<file path="src/rtl/narrow_pkg.sv">
`default_nettype none
// +----------------------------------------------------------------------+
// | narrow_pkg : shared widths, saturation values, FIFO occupancy enum   |
// | rev 1.0                                                              |
// +----------------------------------------------------------------------+
package narrow_pkg;

  localparam int IN_W  = 20;
  localparam int OUT_W = 8;

  localparam logic [7:0] SAT_POS = 8'h7F;
  localparam logic [7:0] SAT_NEG = 8'h80;
  localparam logic [7:0] SAT_U   = 8'hFF;

  typedef enum logic [1:0] {
    EMPTY = 2'd0,
    ONE   = 2'd1,
    FULL  = 2'd2
  } occ_e;

endpackage
`default_nettype wire

</file>
<file path="src/rtl/narrow_fifo.sv">
`default_nettype none
// +----------------------------------------------------------------------+
// | narrow_fifo : two-entry ordered buffer of {ovf, data} words          |
// | rev 1.0                                                              |
// +----------------------------------------------------------------------+
module narrow_fifo
  import narrow_pkg::*;
#(
  parameter int WIDTH = 9,
  parameter int DEPTH = 2
) (
  input  logic             clk,
  input  logic             rst_n,
  input  logic             push_i,
  input  logic [WIDTH-1:0] wdata_i,
  input  logic             pop_i,
  output logic [WIDTH-1:0] rdata_o,
  output logic             full_o,
  output logic             empty_o
);

  localparam int PTR_W = (DEPTH > 1) ? $clog2(DEPTH) : 1;
  localparam logic [PTR_W-1:0] PTR_LAST = PTR_W'(DEPTH - 1);

  occ_e             state_q, state_d;
  logic [PTR_W-1:0] wr_ptr_q, wr_ptr_d;
  logic [PTR_W-1:0] rd_ptr_q, rd_ptr_d;
  logic [WIDTH-1:0] mem_q [DEPTH];

  always_ff @(posedge clk or negedge rst_n) begin
    if (!rst_n) begin
      state_q  <= EMPTY;
      wr_ptr_q <= '0;
      rd_ptr_q <= '0;
    end else begin
      state_q  <= state_d;
      wr_ptr_q <= wr_ptr_d;
      rd_ptr_q <= rd_ptr_d;
    end
  end

  always_ff @(posedge clk or negedge rst_n) begin
    if (!rst_n) begin
      for (int i = 0; i < DEPTH; i++) mem_q[i] <= '0;
    end else if (push_i) begin
      mem_q[wr_ptr_q] <= wdata_i;
    end
  end

  // The caller gates push with !full and pop with !empty.
  always_comb begin
    state_d  = state_q;
    wr_ptr_d = wr_ptr_q;
    rd_ptr_d = rd_ptr_q;
    if (push_i) wr_ptr_d = (wr_ptr_q == PTR_LAST) ? '0 : wr_ptr_q + 1'b1;
    if (pop_i)  rd_ptr_d = (rd_ptr_q == PTR_LAST) ? '0 : rd_ptr_q + 1'b1;
    unique case (state_q)
      EMPTY: if (push_i) state_d = ONE;
      ONE: begin
        if (push_i && !pop_i)      state_d = FULL;
        else if (pop_i && !push_i) state_d = EMPTY;
      end
      FULL:    if (pop_i) state_d = ONE;
      default: state_d = EMPTY;
    endcase
  end

  assign rdata_o = mem_q[rd_ptr_q];
  assign full_o  = (state_q == FULL);
  assign empty_o = (state_q == EMPTY);

endmodule
`default_nettype wire

</file>
<file path="src/rtl/narrow_sat.sv">
`default_nettype none
// +----------------------------------------------------------------------+
// | narrow_sat : 20->8 bit narrowing with saturate/truncate + ovf stats  |
// | rev 1.0                                                              |
// +----------------------------------------------------------------------+
module narrow_sat
  import narrow_pkg::*;
#(
  parameter int IN_W  = narrow_pkg::IN_W,
  parameter int OUT_W = narrow_pkg::OUT_W,
  parameter int DEPTH = 2,
  parameter int CNT_W = 8
) (
  input  logic             clk,
  input  logic             rst_n,
  input  logic             in_valid,
  output logic             in_ready,
  input  logic [IN_W-1:0]  in_data,
  input  logic             in_signed,
  input  logic             sat_en,
  output logic             out_valid,
  input  logic             out_ready,
  output logic [OUT_W-1:0] out_data,
  output logic             out_ovf,
  output logic             ovf_sticky,
  output logic [CNT_W-1:0] ovf_count,
  input  logic             clr
);

  logic             accept, pop, fifo_full, fifo_empty;
  logic             fit_s, fit_u, fit, ovf;
  logic [OUT_W-1:0] res_data;
  logic [OUT_W:0]   fifo_rdata;
  logic             sticky_q, sticky_d;
  logic [CNT_W-1:0] cnt_q, cnt_d;

  assign accept = in_valid && in_ready;
  assign pop    = out_valid && out_ready;

  // Signed fit: every bit from the output sign position upward is a copy of it.
  assign fit_s = (&in_data[IN_W-1:OUT_W-1]) || !(|in_data[IN_W-1:OUT_W-1]);
  assign fit_u = !(|in_data[IN_W-1:OUT_W]);
  assign fit   = in_signed ? fit_s : fit_u;
  assign ovf   = !fit;

  always_comb begin
    res_data = in_data[OUT_W-1:0];
    if (sat_en && ovf) begin
      if (!in_signed)          res_data = OUT_W'(SAT_U);
      else if (in_data[IN_W-1]) res_data = OUT_W'(SAT_NEG);
      else                     res_data = OUT_W'(SAT_POS);
    end
  end

  narrow_fifo #(
    .WIDTH (OUT_W + 1),
    .DEPTH (DEPTH)
  ) u_fifo (
    .clk     (clk),
    .rst_n   (rst_n),
    .push_i  (accept),
    .wdata_i ({ovf, res_data}),
    .pop_i   (pop),
    .rdata_o (fifo_rdata),
    .full_o  (fifo_full),
    .empty_o (fifo_empty)
  );

  assign in_ready  = !fifo_full;
  assign out_valid = !fifo_empty;
  assign out_ovf   = fifo_rdata[OUT_W];
  assign out_data  = fifo_rdata[OUT_W-1:0];

  // Clear takes effect first so a same-cycle overflow still registers.
  always_comb begin
    cnt_d    = clr ? '0 : cnt_q;
    sticky_d = clr ? 1'b0 : sticky_q;
    if (accept && ovf) begin
      sticky_d = 1'b1;
      if (cnt_d != '1) cnt_d = cnt_d + 1'b1;
    end
  end

  always_ff @(posedge clk or negedge rst_n) begin
    if (!rst_n) begin
      cnt_q    <= '0;
      sticky_q <= 1'b0;
    end else begin
      cnt_q    <= cnt_d;
      sticky_q <= sticky_d;
    end
  end

  assign ovf_count  = cnt_q;
  assign ovf_sticky = sticky_q;

endmodule
`default_nettype wire

</file>
<file path="config.mk">
export PLATFORM = sky130hd
export DESIGN_NAME = narrow_sat
export DESIGN_NICKNAME = d
export VERILOG_FILES = /design/src/rtl/narrow_pkg.sv /design/src/rtl/narrow_fifo.sv /design/src/rtl/narrow_sat.sv
export SDC_FILE = /design/constraint.sdc
export NUM_CORES = 1
export LEC_CHECK = 0
export ABC_AREA = 1
export CAP_MARGIN = 10
export CORE_AREA = 3 3 75 63
export DETAILED_ROUTE_END_ITERATION = 10
export DIE_AREA = 0 0 78 66
export PLACE_DENSITY = 0.74
export SYNTH_ARGS = -nofsm -noshare
export SYNTH_HDL_FRONTEND = slang
export SYNTH_SLANG_ARGS = --single-unit
export TNS_END_PERCENT = 5
</file>
<file path="constraint.sdc">
create_clock -name clk -period 2 [get_ports clk]
set_input_delay 0.6 -clock clk [delete_from_list [all_inputs] [get_ports clk]]
set_output_delay 0.6 -clock clk [all_outputs]
set_load 0.05 [all_outputs]
</file>
==> results.ini, run 1 <==
[status]
status = finished clean

[pwr]
p_leak_nw = 1.39
p_total_mw = 3.39
power_density_nw_per_um2 = 1330
comb_power_share = 0.536
sequentialPowerShare = 0.300
ir_drop_uv = 1330
p_sw_mw = 1.60
pwr-share-clk = 0.164
p_sw_frac = 0.472
p_int_mw = 1.79

[floorplanning]
chipWidth_um = 78
num_io_pins = 47
fp.dieH_um = 66
start_util = 0.450
coreArea_um2 = 4100
die-area_um2 = 5150
rows = 21

[sta]
postLayoutSetupSlackWorst_ns = 0.109
min_period_ns = 1.89
rsz0062_at_grt = false
tightest_slew_ns = 0.391
clock-skew-final_ns = 0.00473
fin_hold_ws_ns = 0.480
hold_viol_final = 0
fin_setup_tns_ns = 0
slew_viol_final = 0
setup_violations = 0
fin_crit_sh = 0.946
slew_headroom = 0.740
fmax_mhz = 529

[global_routing]
grt_pass1_wl_mm = 7.38
grt_max_degree = 32
grt_overflow_total = 0
grt.total_usage = 0.187
grt_pass1_vias = 1631
grt_antenna_before_repair = 0

[synth]
ys_ff_latch = 31
yosys.area.top_type = dfrtp_1
synth.distinct_cells = 25
synth_adder_area_share = 0.0136
synth_mux_area_frac = 0
ys.flop_type = dfrtp_1
avgSynthCellArea_um2 = 7.29
synth_top_family_by_area = simple AND/OR/NAND/NOR gates
ys_async_sr_fraction = 1.00
ys_seq_area_frac = 0.420
synthTopCellsByArea = dfrtp_1 (42%), nand2_1 (24%), inv_1 (3.9%), nor2_1 (3.7%), nand2_4 (3.1%)
synthTopCellsByCount = nand2_1 (120), dfrtp_1 (31), inv_1 (19)
yosys_warnings = 0
synthSimpleGateAreaFrac = 0.414
synthCells = 253
synth_edf_count = 0
synth_area_um2 = 1850
yosysMostFrequentCell = nand2_1
synth_top_area_share = 0.420
synth-compound-area-share = 0.0481
synth_xor_area_frac = 0.0285
syn_nets = 282

[clock_network]
cts_hold_buf = 0
cts_made_buffers = 5
post_cts_buffers = 0
cts_tree = yes
clk_pin_slew_ns = 0.06
clk_path_buf_depth = 2
cts_htree_levels = 2
ctsResizeCount = 0
cts_root_buffer = clkbuf_8
clock-sinks = 31
insertion_delay_ns = 0.29

[detailed_routing]
antenna_left = 0
vias_per_cell = 4.61
wire_per_inst_um = 11.5
postRouteWirelength_mm = 4.35
drt_iter0_drc = 102
first_pass_iters = 4
vias = 1743
drc_errors = 0

[setup_path]
critPathLaunchType = register
cp_common_cell = nand2_1
cp_max_fo = 10
path_class = register to output port
crit_path_cell_trace = clkinvlp_4 > nand2_1 > nand2_1 > buf_4
worstPathRequired_ns = 1.40
cp-end-kind = output port
cp_slowest_cell = dfrtp_1
cp.arrival_ns = 1.29
slowest_delay_ns = 0.39

[layout]
final_core_util = 0.622
stdcell_count = 378
areaGrowthSynthToFinish_pct = 38.1
antenna_cells = 0
nets = 349
drive_gt1_frac = 0.224
design_area_um2 = 2550

[job]
maxCapViolCount = 0

[place]
dpl_worst_slack_ns = -0.154
place_inst = 370
placed_area_um2 = 2440
numPortBuffers = 46
post-dp-hpwl_mm = 3.33
gp_congestion = 0.844

[hold_path]
hp-class = register to register

-- final cells by class --
class	instances	area, µm²
well taps	57	71.3
inverters	25	100
fillers	388	1550
clock buffers	8	100
flip-flops and latches	31	776
repair buffers	64	571
multi-input cells	193	931
-- worst max-delay path, delay by kind of cell (launching register included) --
kind | cells | cell delay [ns]
buffers and inverters | 2 | 0.43
DFF | 1 | 0.39
and+or+nand+nor | 2 | 0.18
-- path summary, 6_finish.rpt --
check / startpoint / end / slack, ns / cells after the start
max in group asynchronous: rst_n / ovf_sticky / 0.99 / 2
setup / recovery: u_fifo.rd_ptr_q / out_data[1] / 0.11 / 4
setup reg to reg: ovf_count[0] / ovf_count[1] / 0.51 / 10
min in group asynchronous: rst_n / ovf_count[6] / 0.73 / 2
hold / removal: u_fifo.mem_q[4] / u_fifo.mem_q[4] / 0.48 / 2
hold reg to reg: u_fifo.mem_q[4] / u_fifo.mem_q[4] / 0.48 / 2
-- metal layers --
layer / GRT usage / wire [µm] / part of all wire
met5: 0 / 0 / 0
met4: 0.0611 / 55 / 0.013
met3: 0.0613 / 333 / 0.076
met2: 0.278 / 1910 / 0.44
met1: 0.257 / 2060 / 0.47
-- cell usage in the layout (no fill, tap or decap), types with 2 or more instances in the layout --
cell type | Yosys | layout
buf_12 | 0 | 2
buf_4 | 0 | 36
clkbuf_8 | 0 | 7
clkdlybuf4s50_1 | 0 | 26
dfrtp_1 | 31 | 31
ha_1 | 2 | 2
inv_1 | 19 | 18
inv_2 | 4 | 5
nand2_1 | 120 | 120
nand2_2 | 6 | 6
nand2_4 | 5 | 5
nand3_1 | 9 | 9
nand4_1 | 6 | 6
nor2_1 | 18 | 18
nor2_4 | 3 | 3
o21ai_0 | 4 | 4
o21ai_1 | 7 | 7
o21ai_2 | 3 | 3
xor2_1 | 5 | 5
-- sequential cells by signal (all words and copies together), names as in the netlist --
signal / flops
u_fifo.mem_q: 18
ovf_count: 8
u_fifo.state_q: 2
ovf_sticky: 1
u_fifo.rd_ptr_q: 1
u_fifo.wr_ptr_q: 1
-- power by group through the flow --
stage               clock (mW)  combinational [mW]  sequential, mW
floorplan                    0                1.21            1.04
global placement             0                1.80            1.01
CTS                      0.563                1.83            1.01
global route             0.598                1.98            1.05
detailed placement           0                1.82            1.02
finish                   0.555                1.82            1.02
-- cells by family (layout without fill, tap and decap cells) --
kind of cell	Yosys count	count (layout)
adder cells (fa/ha/maj)	2	2
AND/OR/NAND/NOR	170	170
XOR/XNOR	6	6
flip-flops	31	31
buffers and inverters	29	97
AO/OA/AOI/OAI	15	15
Note: power is estimated with default switching activity, not from simulation.
==> run 2, diff against run 1 <==
Settings changed: DONT_BUFFER_PORTS set to 1, PLACE_DENSITY 0.74 to not set.
==> run 2 against run 1 <==
Hold slack worse by 0.36 ns; flip-flop and latch count unchanged; non-clock buffer count down 43; via count down 8.8%; sequential power about the same; final cell count down 11%; global-route usage down 1.8 points; first-iteration DRC count down 5.9%; setup slack better by 0.012 ns; register-to-register slack worse by 0.14 ns; utilization down 6.8 points; sequential share of layout area up 3.8 points; highest routed layer unchanged.
==> results.ini, run 2 (synthesis gave the netlist of run 1 again) <==
[clock_network]
clock-sinks = 31  ; unchanged
cts_tree = yes
cts_made_buffers = 5  ; unchanged
insertion_delay_ns = 0.28  ; about the same
cts_root_buffer = clkbuf_8
clk_pin_slew_ns = 0.07  ; about the same
clk_path_buf_depth = 2  ; unchanged
cts_htree_levels = 2  ; unchanged
post_cts_buffers = 0  ; unchanged

[sta]
tightest_slew_ns = 0.519  ; +0.128 ns
fmax_mhz = 532  ; +0.62%
fin_setup_tns_ns = 0  ; unchanged
fin_crit_sh = 0.940  ; -0.00580
fin_hold_ws_ns = 0.124  ; -0.356 ns
setup_violations = 0  ; unchanged
slew_viol_final = 0  ; unchanged
postLayoutSetupSlackWorst_ns = 0.120  ; +0.0116 ns
min_period_ns = 1.88  ; -0.0116 ns
hold_viol_final = 0  ; unchanged
rsz0062_at_grt = false
slew_headroom = 0.654  ; -0.0854
clock-skew-final_ns = 0.00610  ; +0.00137 ns

[setup_path]
crit_family = flip-flops
timing.rr.start = ovf_count[0]
reg2reg_depth = 9  ; -1
reg2reg_slack_ns = 0.37  ; -0.14 ns
crit_path_cell_trace = clkinvlp_4 > nand2_1 > nand2_1 > buf_12
crit_buf_inv = 2  ; unchanged
path_class = register to output port
cp_max_fo = 10  ; unchanged
cp.arrival_ns = 1.28  ; about the same
worstPathRequired_ns = 1.40  ; about the same
cp-end-kind = output port
r2r_end = ovf_count[0]
cp_common_cell = nand2_1
slowest_delay_ns = 0.39  ; about the same
critPathLaunchType = register
cp_slowest_cell = dfrtp_1

[detailed_routing]
drc_errors = 0  ; unchanged
postRouteWirelength_mm = 4.02  ; -7.7%
vias = 1589  ; -8.8%
vias_per_cell = 4.74  ; +2.9%
wire_per_inst_um = 12.0  ; +4.2%
first_pass_iters = 4  ; unchanged
drt_iter0_drc = 96  ; -5.9%
antenna_left = 0  ; unchanged

[layout]
mostFrequentLayoutCell = nand2_1
multiInputGateArea_um2 = 931  ; unchanged
final_cell_mix = nand2_1 (120), dfrtp_1 (31), inv_1 (19)
drive_gt1_frac = 0.194  ; -0.0301
seqCellArea_um2 = 776  ; unchanged
n_fill_cell = 422  ; +8.8%
largest_reg_flops = 18  ; unchanged
areaGrowthSynthToFinish_pct = 22.9
max_flop_register = u_fifo.mem_q
antenna_cells = 0  ; unchanged
nets = 306  ; -12%

[job]
maxCapViolCount = 0  ; unchanged

[floorplanning]
die-area_um2 = 5150  ; unchanged
chipWidth_um = 78  ; unchanged
fp.dieH_um = 66  ; unchanged
num_io_pins = 47  ; unchanged
coreArea_um2 = 4100  ; unchanged
start_util = 0.450  ; unchanged
rows = 21  ; unchanged

[global_routing]
grt_pass1_vias = 1467  ; -10%
grt.total_usage = 0.169  ; -0.0176
grt_overflow_total = 0  ; unchanged
grt_antenna_before_repair = 0  ; unchanged
grt_pass1_wl_mm = 6.76  ; -8.4%
grt_max_degree = 26  ; -19%

[place]
post-dp-hpwl_mm = 2.89  ; -13%
numPortBuffers = 0  ; -100%
gp_congestion = 0.851  ; +0.72%
dpl_worst_slack_ns = 0.186  ; +0.340 ns

[pwr]
ir_drop_uv = 947  ; -29%
p_leak_nw = 1.25  ; -10%
power_density_nw_per_um2 = 1610  ; +21%

[hold_path]
hp-class = input port to asynchronous set/reset pin

[status]
status = finished clean

run 2: changes by cell type in the layout (fill, tap and decap cells not counted):
cell and delta:
bufinv_16 +1, inv_2 -1, buf_12 +7, clkbuf_1 -1
dlygate4sd3_1 +1, clkdlybuf4s50_1 -26, clkbuf_8 -1, inv_1 +1
clkinv_2 +1, buf_4 -25
run 2: worst max-delay path by stage:
stage | from | end | cells past startpoint
final | u_fifo.rd_ptr_q | out_data[5] | 4
after detailed placement | clr | ovf_count[0] | 8
after global routing | u_fifo.rd_ptr_q | out_data[5] | 4
after global placement | clr | ovf_count[0] | 8
after floorplan | ovf_count[0] | ovf_count[0] | 9
after CTS | u_fifo.rd_ptr_q | out_data[5] | 4
run 2: area by class of cell:
| cell class | instances | area share |
|---|---|---|
| Tap cell | 57 | 0.0314 |
| Multi-Input combinational cell | 193 | 0.410 |
| Inverter | 25 | 0.0441 |
| Sequential cell | 31 | 0.342 |
| Clock inverter | 2 | 0.0154 |
| Clock buffer | 6 | 0.0364 |
| Timing Repair Buffer | 21 | 0.120 |
run 2: through the flow:
stage	cells	power, mW	utilization	instance area, µm²
floorplan	253	2.25	-	1850
global placement	325	2.99	0.516	2120
detailed placement	325	3.01	0.516	2120
CTS	334	3.68	0.550	2250
global route	335	3.88	0.553	2270
finish	335	3.65	0.553	2270
run 2: routing by layer:
layer / vias up / GRT usage / share of wire
met3: 5 / 0.0409 / 0.053
met2: 30 / 0.268 / 0.45
met1: 725 / 0.227 / 0.48
met4: 0 / 0.0590 / 0.0095
li1: 829 / - / -
met5: - / 0 / 0
run 2: where the power goes:
group          leakage, nW  internal (mW)  total [mW]  switching, mW
registers            0.388          0.865        1.03          0.160
clock network       0.0612          0.403       0.642          0.239
logic                0.797          0.768        1.98           1.21
total                 1.25           2.04        3.65           1.61
run 2: what timing repair did:
action                                 CTS  global route
setup endpoints to repair                0             9
resized for setup                        0             1
hold buffers                             1             1
endpoints found under the hold margin   25             6
==> run 3, diff against run 2 <==
Settings changed: CELL_PAD_IN_SITES_DETAIL_PLACEMENT set to 1, CELL_PAD_IN_SITES_GLOBAL_PLACEMENT set to 1, CORE_AREA 3 3 75 63 to 3 3 77 64, DIE_AREA 0 0 78 66 to 0 0 80 67, PLACE_DENSITY_LB_ADDON set to 0.1, SETUP_SLACK_MARGIN set to 0.3, SLEW_MARGIN set to 20.
==> run 3 against run 2 <==
Global-route usage is 5.0 points higher; utilization hardly changed; first-iteration DRC count is 40% lower; clock power is 2% higher; cell area is 2.5% higher; largest power group unchanged; combinational power is 6% higher.
==> results.ini, run 3 (synthesis gave the netlist of run 1 again) <==
[global_routing]
grt.busiest_layer = met2
grt_max_degree = 26  ; unchanged
grt_antenna_before_repair = 0  ; unchanged
grt_pass1_wl_mm = 8.76  ; +30%
grt.total_usage = 0.219  ; +0.0499
grt_pass1_vias = 1875  ; +28%
grtUsageMet1 = 0.283  ; +0.0555
gr-usage-met2 = 0.367  ; +0.0986
grt_overflow_total = 0  ; unchanged
grt_util_met3 = 0.0500  ; +0.00913

[floorplanning]
fp.dieH_um = 67  ; +1.5%
rows = 21  ; unchanged
start_util = 0.439  ; -0.0113
coreArea_um2 = 4200  ; +2.6%
die-area_um2 = 5360  ; +4.1%
num_io_pins = 47  ; unchanged
chipWidth_um = 80  ; +2.6%

[setup_path]
crit_path_cell_trace = buf_6 > nand2_2 > nand2_2 > buf_12
cp_slowest_cell = dfrtp_2
path_class = register to output port
reg2reg_depth = 8  ; -1
crit_family = flip-flops
cp-end-kind = output port
reg2reg_slack_ns = 0.35  ; -0.02 ns
crit_buf_inv = 2  ; unchanged
slowest_delay_ns = 0.45  ; +0.06 ns
cp_common_cell = nand2_2
cp_max_fo = 5  ; -5
cp.arrival_ns = 1.17  ; -0.11 ns
critPathLaunchType = register
worstPathRequired_ns = 1.40  ; about the same
timing.rr.start = u_fifo.state_q[0]
r2r_end = u_fifo.state_q[0]

[layout]
final_cell_mix = nand2_1 (107), dfrtp_1 (28), inv_1 (19), nand2_2 (19), nor2_1 (17)
n_fill_cell = 538  ; +27%
max_flop_register = u_fifo.mem_q
areaGrowthSynthToFinish_pct = 26.0
largest_reg_flops = 18  ; unchanged
antenna_cells = 0  ; unchanged
mostFrequentLayoutCell = nand2_1
drive_gt1_frac = 0.263  ; +0.0691
nets = 309  ; +0.98%

[sta]
hold_viol_final = 0  ; unchanged
fin_crit_sh = 0.884  ; -0.0561
slew_headroom = 0.654  ; -0.000786
rsz0062_at_grt = true
fin_setup_tns_ns = 0  ; unchanged
fmax_mhz = 566  ; +6.4%
slew_viol_final = 0  ; unchanged
clock-skew-final_ns = 0.00555  ; -0.000549 ns
tightest_slew_ns = 0.520  ; +0.00118 ns
setup_violations = 0  ; unchanged
min_period_ns = 1.77  ; -0.112 ns
postLayoutSetupSlackWorst_ns = 0.233  ; +0.112 ns

[detailed_routing]
postRouteWirelength_mm = 5.14  ; +28%
wire_per_inst_um = 15.2  ; +27%
antenna_left = 0  ; unchanged
vias = 1693  ; +6.5%
vias_per_cell = 5.01  ; +5.6%
first_pass_iters = 4  ; unchanged
drt_iter0_drc = 58  ; -40%
drc_errors = 0  ; unchanged

[clock_network]
insertion_delay_ns = 0.29  ; about the same
clk_path_buf_depth = 2  ; unchanged
cts_tree = yes
cts_root_buffer = clkbuf_8
cts_made_buffers = 5  ; unchanged
clk_pin_slew_ns = 0.07  ; about the same
clock-sinks = 31  ; unchanged
cts_htree_levels = 2  ; unchanged

[pwr]
power_density_nw_per_um2 = 1640  ; +2.1%
p_leak_nw = 1.26  ; +1.1%
p_total_mw = 3.82  ; +4.6%
ir_drop_uv = 1030  ; +8.6%

[status]
status = finished clean

[place]
numPortBuffers = 0  ; unchanged
gp_congestion = 0.841  ; -1.1%
post-dp-hpwl_mm = 3.69  ; +28%
dpl_worst_slack_ns = 0.229  ; +0.0428 ns

[job]
maxCapViolCount = 0  ; unchanged

[hold_path]
hp-class = input port to asynchronous set/reset pin

[run 3: cell types whose count changed in the layout (fill, tap and decap cells not counted), sizes merged]
cell	before	now
clkinv	1	2
buf	20	23
clkinvlp	1	0
[run 3: final cells by class]
| cell class | instances | area, µm² | area share |
|---|---|---|---|
| tap | 57 | 71.3 | 0.0307 |
| clock inverter | 2 | 35.0 | 0.0151 |
| inverter | 25 | 101 | 0.0436 |
| multi-input combinational | 193 | 966 | 0.416 |
| clock buffer | 6 | 82.6 | 0.0355 |
| sequential | 31 | 779 | 0.335 |
| timing repair buffer | 24 | 289 | 0.124 |
[run 3: worst max path at each step]
stage               cells past startpoint                 to               from
floorplan                               7  u_fifo.state_q[0]  u_fifo.state_q[1]
global placement                        8       ovf_count[0]                clr
detailed placement                      8       ovf_count[0]                clr
CTS                                     4            out_ovf    u_fifo.rd_ptr_q
global route                            4            out_ovf    u_fifo.rd_ptr_q
finish                                  4            out_ovf    u_fifo.rd_ptr_q
[run 3: power breakdown]
group / switching [mW] / internal, mW
Sequential: 0.195 / 0.870
Combinational: 1.30 / 0.804
Clock: 0.250 / 0.403
Total: 1.74 / 2.08
[run 3: metal layers]
layer	routed length, µm	vias up
met5	0	-
met1	2260	814
met3	221	6
li1	-	839
met2	2600	34
met4	57	0
[run 3: repair_timing]
item / CTS / global route
gates resized for setup: 18 / 4
pin swaps: 5 / 0
setup buffers: 0 / 1
gates cloned: 1 / 0
endpoints found under the hold margin: 25 / 0
endpoints found under the setup margin: 9 / 19
hold buffers: 2 / 0
[run 3: metrics by stage]
step / instances / cell area [µm²] / hold WS (ns) / util
after detailed placement: 326 / 2100 / 0.305 / 0.501
after global placement: 326 / 2100 / 0.305 / 0.501
after global routing: 338 / 2320 / 0.114 / 0.553
after floorplan: 253 / 1850 / 0.304 / -
after CTS: 337 / 2310 / 0.120 / 0.549
final: 338 / 2320 / 0.116 / 0.553
